$ cat src/rtl/launcher_pkg.sv
`default_nettype none
// +-----------------------------------------------------------------------+
// | launcher_pkg                                                          |
// | Shared constants for the slingshot launcher: FSM state codes, the     |
// | aim-angle speed factor tables and the speed scaling helper.           |
// | Rev 1.0 - initial release                                             |
// +-----------------------------------------------------------------------+
package launcher_pkg;

  // FSM state encoding
  localparam logic [2:0] c_IDLE       = 3'd0;
  localparam logic [2:0] c_CHARGE     = 3'd1;
  localparam logic [2:0] c_FIRE       = 3'd2;
  localparam logic [2:0] c_WAIT_SHOOT = 3'd3;
  localparam logic [2:0] c_FLIGHT     = 3'd4;
  localparam logic [2:0] c_COOLDOWN   = 3'd5;

  // Angle factor tables, 4 bits per entry, entry 0 in the low nibble.
  // idx0 (8,0)  idx1 (7,3)  idx2 (6,5)  idx3 (4,7)
  localparam logic [15:0] c_XF_TABLE = {4'd4, 4'd6, 4'd7, 4'd8};
  localparam logic [15:0] c_YF_TABLE = {4'd7, 4'd5, 4'd3, 4'd0};

  // Speed units are 1/64 px per frame; power*factor is scaled by this
  localparam int c_SPEED_SCALE = 4;

  function automatic logic [3:0] angle_xf(input logic [1:0] idx);
    return c_XF_TABLE[{idx, 2'b00} +: 4];
  endfunction

  function automatic logic [3:0] angle_yf(input logic [1:0] idx);
    return c_YF_TABLE[{idx, 2'b00} +: 4];
  endfunction

  // Largest result is 15*8*4 = 480, so 11 bits never overflow
  function automatic logic [10:0] speed_mag(input logic [3:0] power,
                                            input logic [3:0] factor);
    logic [10:0] w_prod;
    w_prod = 11'(power) * 11'(factor);
    return w_prod * 11'(c_SPEED_SCALE);
  endfunction

endpackage
`default_nettype wire

$ cat src/rtl/key_edge_det.sv
`default_nettype none
// +-----------------------------------------------------------------------+
// | key_edge_det                                                          |
// | Single-register rising-edge detector for a level key input.           |
// | Rev 1.0 - initial release                                             |
// +-----------------------------------------------------------------------+
module key_edge_det (
  input  logic clk,
  input  logic rst,
  input  logic i_key,
  output logic o_rise
);

  logic r_key_d;

  // Delayed copy of the key for edge comparison
  always_ff @(posedge clk) begin
    if (rst) r_key_d <= 1'b0;
    else     r_key_d <= i_key;
  end

  assign o_rise = i_key & ~r_key_d;

endmodule
`default_nettype wire

$ cat src/rtl/slingshot_launcher.sv
`default_nettype none
// +-----------------------------------------------------------------------+
// | slingshot_launcher                                                    |
// | Charges launch power over video frames, aims, latches initial X/Y     |
// | speeds, issues a one-cycle fire pulse and blocks re-arming until the  |
// | bird has landed and a cooldown has elapsed.                           |
// | Rev 1.0 - initial release                                             |
// +-----------------------------------------------------------------------+
module slingshot_launcher #(
  parameter int MIN_POWER           = 2,
  parameter int MAX_POWER           = 15,
  parameter int CHARGE_FRAMES       = 4,
  parameter int COOLDOWN_FRAMES     = 30,
  parameter int FIRE_TIMEOUT_FRAMES = 2
) (
  input  logic               clk,
  input  logic               resetN,
  input  logic               startOfFrame,
  input  logic               pull_key,
  input  logic               aim_up_key,
  input  logic               aim_down_key,
  input  logic               bird_in_flight,
  input  logic               levelChange,
  output logic        [10:0] initial_x_speed,
  output logic signed [10:0] initial_y_speed,
  output logic               Fire_The_Bird,
  output logic        [3:0]  power_level,
  output logic        [1:0]  angle_idx,
  output logic               launcher_ready
);

  import launcher_pkg::*;

  // One shared frame counter sized for the longest count
  localparam int c_CNT_MAX_A = (CHARGE_FRAMES > FIRE_TIMEOUT_FRAMES) ? CHARGE_FRAMES
                                                                     : FIRE_TIMEOUT_FRAMES;
  localparam int c_CNT_MAX   = (c_CNT_MAX_A > COOLDOWN_FRAMES) ? c_CNT_MAX_A : COOLDOWN_FRAMES;
  localparam int c_CNT_W     = (c_CNT_MAX > 2) ? $clog2(c_CNT_MAX) : 1;

  localparam logic [c_CNT_W-1:0] c_CHARGE_LAST   = c_CNT_W'(CHARGE_FRAMES - 1);
  localparam logic [c_CNT_W-1:0] c_TIMEOUT_LAST  = c_CNT_W'(FIRE_TIMEOUT_FRAMES - 1);
  localparam logic [c_CNT_W-1:0] c_COOLDOWN_LAST = c_CNT_W'(COOLDOWN_FRAMES - 1);

  logic [2:0]         r_state;
  logic [c_CNT_W-1:0] r_cnt;
  logic [3:0]         r_power;
  logic [1:0]         r_angle;
  logic [10:0]        r_x;
  logic signed [10:0] r_y;
  logic               r_fire;
  logic               r_ready;

  logic [2:0]         w_state_nxt;
  logic [c_CNT_W-1:0] w_cnt_nxt;
  logic [3:0]         w_power_nxt;
  logic [1:0]         w_angle_nxt;
  logic [10:0]        w_x_nxt;
  logic signed [10:0] w_y_nxt;
  logic               w_aim_en;
  logic               w_pull_rise;
  logic               w_up_rise;
  logic               w_down_rise;

  key_edge_det u_pull_edge (
    .clk    (clk),
    .rst    (resetN),
    .i_key  (pull_key),
    .o_rise (w_pull_rise)
  );

  key_edge_det u_up_edge (
    .clk    (clk),
    .rst    (resetN),
    .i_key  (aim_up_key),
    .o_rise (w_up_rise)
  );

  key_edge_det u_down_edge (
    .clk    (clk),
    .rst    (resetN),
    .i_key  (aim_down_key),
    .o_rise (w_down_rise)
  );

  // Next-state, counter, power, aim and speed-latch decisions
  always_comb begin
    w_state_nxt = r_state;
    w_cnt_nxt   = r_cnt;
    w_power_nxt = r_power;
    w_angle_nxt = r_angle;
    w_x_nxt     = r_x;
    w_y_nxt     = r_y;
    w_aim_en    = 1'b0;

    if (levelChange) begin
      // Abort wins over everything; aim and latched speeds survive
      w_state_nxt = c_IDLE;
      w_cnt_nxt   = '0;
      w_power_nxt = 4'd0;
    end else begin
      case (r_state)
        c_IDLE: begin
          w_aim_en = 1'b1;
          if (w_pull_rise) begin
            w_state_nxt = c_CHARGE;
            w_power_nxt = 4'(MIN_POWER);
            w_cnt_nxt   = '0;
          end
        end
        c_CHARGE: begin
          w_aim_en = 1'b1;
          if (!pull_key) begin
            // Latch uses the power/angle currently shown on the HUD
            w_state_nxt = c_FIRE;
            w_x_nxt     = speed_mag(r_power, angle_xf(r_angle));
            w_y_nxt     = $signed(11'd0 - speed_mag(r_power, angle_yf(r_angle)));
          end else if (startOfFrame) begin
            if (r_cnt == c_CHARGE_LAST) begin
              w_cnt_nxt = '0;
              if (r_power < 4'(MAX_POWER)) w_power_nxt = r_power + 4'd1;
            end else begin
              w_cnt_nxt = r_cnt + 1'b1;
            end
          end
        end
        c_FIRE: begin
          w_state_nxt = c_WAIT_SHOOT;
          w_cnt_nxt   = '0;
        end
        c_WAIT_SHOOT: begin
          if (bird_in_flight) begin
            w_state_nxt = c_FLIGHT;
          end else if (startOfFrame) begin
            // No flight handshake: the motion block rejected the shot
            if (r_cnt == c_TIMEOUT_LAST) begin
              w_state_nxt = c_IDLE;
              w_cnt_nxt   = '0;
            end else begin
              w_cnt_nxt = r_cnt + 1'b1;
            end
          end
        end
        c_FLIGHT: begin
          if (!bird_in_flight) begin
            w_state_nxt = c_COOLDOWN;
            w_cnt_nxt   = '0;
          end
        end
        c_COOLDOWN: begin
          if (startOfFrame) begin
            if (r_cnt == c_COOLDOWN_LAST) begin
              w_state_nxt = c_IDLE;
              w_cnt_nxt   = '0;
            end else begin
              w_cnt_nxt = r_cnt + 1'b1;
            end
          end
        end
        default: begin
          w_state_nxt = c_IDLE;
          w_cnt_nxt   = '0;
        end
      endcase

      // Opposing edges in the same cycle cancel out
      if (w_aim_en && w_up_rise && !w_down_rise && r_angle != 2'd3)
        w_angle_nxt = r_angle + 2'd1;
      else if (w_aim_en && w_down_rise && !w_up_rise && r_angle != 2'd0)
        w_angle_nxt = r_angle - 2'd1;
    end
  end

  // State and output registers; fire pulses the cycle after FIRE so the
  // speeds latched on entry to FIRE lead the pulse by one cycle
  always_ff @(posedge clk) begin
    if (resetN) begin
      r_state <= c_IDLE;
      r_cnt   <= '0;
      r_power <= 4'd0;
      r_angle <= 2'd1;
      r_x     <= 11'd0;
      r_y     <= 11'sd0;
      r_fire  <= 1'b0;
      r_ready <= 1'b1;
    end else begin
      r_state <= w_state_nxt;
      r_cnt   <= w_cnt_nxt;
      r_power <= w_power_nxt;
      r_angle <= w_angle_nxt;
      r_x     <= w_x_nxt;
      r_y     <= w_y_nxt;
      r_fire  <= (r_state == c_FIRE) && !levelChange;
      r_ready <= (w_state_nxt == c_IDLE);
    end
  end

  assign initial_x_speed = r_x;
  assign initial_y_speed = r_y;
  assign Fire_The_Bird   = r_fire;
  assign power_level     = r_power;
  assign angle_idx       = r_angle;
  assign launcher_ready  = r_ready;

endmodule
`default_nettype wire

$ cat config.mk
export PLATFORM = sky130hd
export DESIGN_NAME = slingshot_launcher
export DESIGN_NICKNAME = d
export VERILOG_FILES = /design/src/rtl/launcher_pkg.sv /design/src/rtl/key_edge_det.sv /design/src/rtl/slingshot_launcher.sv
export SDC_FILE = /design/constraint.sdc
export NUM_CORES = 1
export LEC_CHECK = 0
export ABC_AREA = 1
export CAP_MARGIN = 20
export CORE_ASPECT_RATIO = 0.6
export CORE_MARGIN = 4
export CORE_UTILIZATION = 56
export DETAILED_ROUTE_END_ITERATION = 7
export PLACE_DENSITY_LB_ADDON = 0.3
export SETUP_SLACK_MARGIN = 0.3
export SYNTH_ARGS = -nofsm -noshare
export SYNTH_HDL_FRONTEND = slang
export SYNTH_SLANG_ARGS = --single-unit
export TNS_END_PERCENT = 10
$ cat constraint.sdc
create_clock -name clk -period 4.3 [get_ports clk]
set_clock_uncertainty 0.2 [all_clocks]
set_input_delay 0.86 -clock clk [delete_from_list [all_inputs] [get_ports clk]]
set_output_delay 0.86 -clock clk [all_outputs]
set_load 0.05 [all_outputs]
==> key figures, run 1 <==
Run status
  – Status: complete, no violations

Power and ir drop
  – Max rail drop VDD: 185 µV
  – Pint: 0.564 mW
  – Switching part of the total: 30.0%
  – Pleak: 1.72 nW
  – Switching power: 0.242 mW
  – P per Cell Area: 241 nW/µm²
  – Comb pwr share: 19.3%
  – Sequential power share: 43.7%
  – Share of total power in the clock network: 37.1%

Place
  – Dpl hpwl: 5340 µm
  – Area after DPL: 3240 µm²
  – GP Congestion: 0.966
  – Cell Count Post-Placement: 517
  – IO buf count: 32

Yosys
  – Post-synth cell types: 34
  – Synthesis-stage register bit count: 36
  – Cell Area, Synth: 2950 µm²
  – Synth Area per Inst: 6.84 µm²
  – Area leader, netlist: dfxtp_1
  – Commonest register cell after synthesis: dfxtp_1
  – Synth top cells by count: 99 x nand2_1, 63 x inv_1, 51 x nor2_1
  – Top-count cell post-synth: nand2_1
  – Synth top area share: 24.4%
  – Post-synth ARST share: 0%
  – Post-synthesis cell count: 431
  – YS warnings: 0
  – Ranking of synthesized cells by area: dfxtp_1 24%, ha_1 13%, nand2_1 13%, inv_1 8.0%, nor2_1 6.5%
  – EDFF count, synth: 0
  – Seq/Total Area, Yosys: 24.4%

Clock network
  – Clock buffers created by TritonCTS: 5
  – Clock root buffer: clkbuf_8
  – Maximum root-to-sink buffer count: 2
  – Htree depth: 2
  – Sink Count: 36
  – TritonCTS clock tree: done
  – Setup Buffers After CTS: 0
  – Worst-path clk slew: 0.07 ns
  – Worst skew pair latency: 0.30 ns
  – # hold bufs at CTS: 0
  – PostCTS Resize Cnt: 0

Final layout
  – Layout Utilization: 65.8%
  – Area delta synth->final: 13.4%
  – Non-Filler Instances: 525
  – Antenna diode count: 0
  – Layout cells sized above 1: 6.75%
  – Layout net count: 502
  – Cell area after layout: 3340 µm²
  – Final-layout fill cell count: 448

Floorplan
  – Io pins: 38
  – Vert. Die Dim: 64.2 µm
  – Initial cell density of the core: 58.0%
  – Core area: 5080 µm²
  – DIE WIDTH: 102 µm
  – Die ar.: 6530 µm²
  – FP Rows: 20

Worst setup path
  – Worst Setup Path Type: flop to flop
  – Worst path bufs/invs: 2
  – CP delay by family, top: adder cells
  – Crit path cell chain: inv_1 -> ha_1 -> inv_1 -> nand2_1 -> fa_1 -> fa_1 -> fa_1 -> o21ai_0 -> a21oi_1 -> xor2_1 -> a21oi_1
  – CP max stage cell: fa_1
  – Crit path arrival time: 3.40 ns
  – Max FO, Critical Path: 9
  – Critical Path End Type: flop
  – CP Depth: 11
  – Top cell by count, worst path: fa_1
  – Startpoint types: flop
  – Worst EP required: 4.28 ns
  – Worst reg-to-reg path cell count: 11
  – CP max stage delay: 0.55 ns

Routing
  – DRC violations left: 0
  – First-pass iteration count of the detailed router: 5
  – Post-Route WL: 6740 µm
  – Drt via density: 5.22
  – Drt initial violations: 183
  – Post-DR wirelength/cell: 12.8 µm
  – Routed Antenna Nets: 0
  – Via count: 2740

STA
  – RSZ-0062 raised after global routing: false
  – Min Tclk post-route: 3.42 ns
  – Final Hold Viols: 0
  – Worst slew pin tran: 0.623 ns
  – Relative slew slack: 58.3%
  – TNS Setup: 0 ns
  – Setup violators final: 0
  – Final Max Slew Viols: 0
  – Final period utilization: 79.6%
  – Minimum hold slack: 0.279 ns
  – Fmax: 0.292 GHz

Hold path
  – Worst hold stages: 2
  – Worst min path class: flop to flop

Global route
  – Wire length of the first global-routing pass: 11600 µm
  – Total track usage: 22.4%
  – Vias in the first global route: 2464
  – Pin count of the biggest net entering global routing: 30
  – Initial antenna violation count: 0
  – GR Overflow Total: 0

Flow run
  – Max-cap violations: 0
## metrics by stage
step / total power, mW / setup WS (ns)
floorplan: 0.478 / 0.750
global placement: 0.509 / 1.01
detailed placement: 0.513 / 0.893
CTS: 0.806 / 0.882
global route: 0.845 / 0.620
finish: 0.806 / 0.877
## cells by family after synthesis
logic type,count (synthesis),share of synthesized area (%)
AOI/OAI and AO/OA,47,8.70
xor gates and xnor gates,11,3.27
adders and majority gates,36,16.6
buffers and inverters,83,13.0
DFF,36,24.4
other,1,0.127
and+or+nand+nor,217,33.9
## registers in the layout (all words and copies together) (netlist names), 2 cells and up
signal / flops
angle_idx: 2
power_level: 4
initial_y_speed: 9
initial_x_speed: 8
r_state: 3
r_cnt: 5
## cells in the final DEF (no fill, tap or decap), drive strengths merged
cell type,synthesis,final
o21ai,19,19
nand4,7,7
clkinv,0,1
nand3b,2,2
clkdlybuf4s50,0,32
bufinv,0,1
xnor2,2,2
inv,67,67
nand3,41,41
clkbuf,2,6
o21bai,1,1
nor3,2,2
fa,5,5
nand2,105,105
a31oi,3,3
or2,3,3
nor2,57,57
conb,1,5
ha,31,31
xor2,9,9
dfxtp,36,36
a21oi,24,24
## power by group through the flow
stage	combinational (mW)	clock, mW	sequential [mW]
detailed placement	0.153	0	0.360
floorplan	0.101	0	0.377
CTS	0.154	0.300	0.352
finish	0.155	0.299	0.352
global placement	0.149	0	0.359
global route	0.171	0.320	0.354
## worst min-delay path: stages (launching register included)
cell	delay, ns
dfxtp_1	0.31
nand2_1	0.06
a21oi_1	0.06
## final cells by class
type	count	area (µm²)	share of cell area [%]
clock buffers	6	72.6	2.17
multi-input cells	316	1860	55.6
well taps	66	82.6	2.47
clock inverters	2	35.0	1.05
inverters	67	254	7.60
repair buffers	32	320	9.58
flip-flops and latches	36	721	21.6
## per-layer routing
metal | up-vias | wire [µm] | part of all wire [%] | global-route usage, %
met1 | 1235 | 3520 | 52 | 34.7
li1 | 1401 | - | - | -
met4 | 0 | 48 | 0.71 | 5.14
met2 | 98 | 2630 | 39 | 28.8
met3 | 6 | 539 | 8.0 | 7.74
met5 | - | 0 | 0 | 0
## path summary, 6_finish.rpt
kind | end | slack, ns | start
max | initial_x_speed[8] | 0.88 | angle_idx[0]
min | initial_x_speed[2] | 0.28 | initial_x_speed[2]
max reg2reg | initial_x_speed[8] | 0.88 | angle_idx[0]
min reg2reg | initial_x_speed[2] | 0.28 | initial_x_speed[2]
No activity file was read; power rests on OpenSTA's default activity.
==> run 2: changes to the inputs <==
- clock period: 4.3 -> 3.57 ns (I/O delays scaled with it)
==> key figures, run 2 (synthesis results as in run 1) <==
Clock network
  – Clock root buffer: clkbuf_8
  – TritonCTS clock tree: done
  – # hold bufs at CTS: 0 (unchanged)
  – Worst-path clk slew: 0.08 ns (about the same)
  – Htree depth: 2 (unchanged)
  – Clock buffers created by TritonCTS: 5 (unchanged)
  – Maximum root-to-sink buffer count: 2 (unchanged)
  – Sink Count: 36 (unchanged)
  – Worst skew pair latency: 0.29 ns (about the same)

Power and ir drop
  – P per Cell Area: 326 nW/µm² (+35%)
  – Share of total power in the clock network: 45.2% (+8.1 points)
  – Comb pwr share: 17.5% (-1.8 points)
  – Sequential power share: 37.4% (-6.3 points)
  – Pint: 0.827 mW (+47%)
  – Switching power: 0.301 mW (+24%)
  – Switching part of the total: 26.7% (-3.3 points)
  – Pleak: 1.77 nW (+2.8%)
  – Max rail drop VDD: 228 µV (+23%)

Final layout
  – Final-layout fill cell count: 413 (-7.8%)
  – Layout Utilization: 68.1% (+2.3 points)
  – Commonest non-fill, non-tap cells in the layout: 99 x nand2_1, 63 x inv_1, 51 x nor2_1
  – Antenna diode count: 0 (unchanged)
  – Storage element area: 729 µm² (+1.2%)
  – Multi-input gate area in the final layout: 1880 µm² (+1.4%)
  – Layout net count: 506 (+0.80%)
  – Commonest non-fill, non-tap cell in the layout: nand2_1
  – Layout cells sized above 1: 9.07% (+2.3 points)
  – Area delta synth->final: 17.4%
  – Max reg flops: 9 (unchanged)

STA
  – Final Max Slew Viols: 0 (unchanged)
  – Min Tclk post-route: 3.18 ns (-0.248 ns)
  – Fmax: 0.315 GHz (+7.8%)
  – Final Hold Viols: 0 (unchanged)
  – TNS Setup: 0 ns (unchanged)
  – Final period utilization: 88.9% (+9.3 points)
  – Relative slew slack: 58.6% (+0.26 points)
  – Setup violators final: 0 (unchanged)
  – RSZ-0062 raised after global routing: true
  – Worst slew pin tran: 0.619 ns (-0.00384 ns)

Worst setup path
  – Worst reg-to-reg path cell count: 11 (unchanged)
  – Startpoint types: flop
  – Worst EP required: 3.54 ns (-0.74 ns)
  – Flop-to-flop setup slack: 0.39 ns (-0.48 ns)
  – Worst Setup Path Type: flop to flop
  – Worst R2R End: initial_x_speed[8]
  – Critical Path End Type: flop
  – Max FO, Critical Path: 7 (-2)
  – CP startpoint: angle_idx[1]
  – Worst r2r src: angle_idx[1]
  – Crit path arrival time: 3.15 ns (-0.25 ns)

Global route
  – Total track usage: 22.7% (+0.27 points)
  – Vias in the first global route: 2555 (+3.7%)
  – Pin count of the biggest net entering global routing: 30 (unchanged)
  – GR Overflow Total: 0 (unchanged)
  – Initial antenna violation count: 0 (unchanged)
  – Wire length of the first global-routing pass: 11800 µm (+2.3%)

Floorplan
  – Die ar.: 6530 µm² (unchanged)
  – DIE WIDTH: 102 µm (unchanged)
  – FP Rows: 20 (unchanged)
  – Vert. Die Dim: 64.2 µm (unchanged)
  – Core area: 5080 µm² (unchanged)
  – Initial cell density of the core: 58.0% (unchanged)
  – Io pins: 38 (unchanged)

Run status
  – Status: complete, no violations

Routing
  – Drt via density: 5.27 (+1.1%)
  – First-pass iteration count of the detailed router: 4 (-1)
  – Post-Route WL: 6890 µm (+2.2%)
  – Via count: 2790 (+1.8%)
  – Drt initial violations: 244 (+33%)
  – Routed Antenna Nets: 0 (unchanged)
  – DRC violations left: 0 (unchanged)
  – Post-DR wirelength/cell: 13.0 µm (+1.5%)

Flow run
  – Max-cap violations: 0 (unchanged)

Hold path
  – Worst min path class: flop to flop
  – Hold EP: initial_x_speed[4]
  – Worst hold stages: 2 (unchanged)
  – Worst Hold Launch: initial_x_speed[4]

Place
  – GP Congestion: 0.979 (+1.4%)
  – Dpl hpwl: 5250 µm (-1.8%)
  – IO buf count: 32 (unchanged)
## run 2: power groups by stage
stage          combinational (mW)  clock, mW  sequential, mW
6_report                    0.197      0.510           0.422
5_1_grt                     0.214      0.538           0.423
3_5_place_dp                0.185          0           0.433
2_1_floorplan               0.121          0           0.454
3_3_place_gp                0.182          0           0.432
4_1_cts                     0.187      0.515           0.423
## run 2: worst max-delay path, stage by stage, from the launching register on
cell and delay [ns]:
dfxtp_4 0.39, inv_1 0.10, ha_1 0.21, inv_1 0.10
nand2_1 0.09, fa_1 0.48, fa_1 0.55, fa_1 0.47
o21ai_1 0.17, a21oi_1 0.09, xor2_1 0.14, a21oi_1 0.08
## run 2: how the worst max path moves through the flow
stage	endpoint	depth (start not counted)
after floorplan	initial_x_speed[8]	10
after global placement	initial_x_speed[8]	10
after detailed placement	initial_x_speed[8]	10
after CTS	initial_x_speed[8]	11
after global routing	initial_x_speed[8]	11
final	initial_x_speed[8]	11
## run 2: cell type report
cell class | count | share of cell area (%)
multi-input cells | 316 | 54.5
repair buffers | 36 | 10.1
clock inverters | 3 | 2.60
inverters | 67 | 7.34
flip-flops and latches | 36 | 21.1
well taps | 66 | 2.39
clock buffers | 5 | 1.99
## run 2: per-stage QoR
step	instance area, µm²	worst slack [ns]	hold WS [ns]	power (mW)	cells
global route	3460	0.282	0.331	1.17	529
detailed placement	3260	0.301	0.278	0.618	519
finish	3460	0.395	0.291	1.13	529
CTS	3420	0.321	0.297	1.12	527
global placement	3260	0.412	0.264	0.614	519
floorplan	2970	0.311	0.293	0.575	435
## run 2: timing repair
action,in CTS,in global routing
gates resized for setup,1,5
buffers inserted,0,2
cloned,0,0
pin swaps,1,2
endpoints found under the setup margin,1,4
## run 2: layer usage
metal  up-vias  track usage [%]  part of all wire (%)
li1       1415                -                     -
met1      1263             35.4                    51
met2       106             30.7                    39
met3         6             5.13                   8.8
met4         0             5.47                  0.77
met5         -                0                     0
==> run 3: changes to the inputs <==
- GPL_ROUTABILITY_DRIVEN: not set -> 0
==> results of run 3 <==
The final DEF is identical to that of run 2; final timing and power are the same.
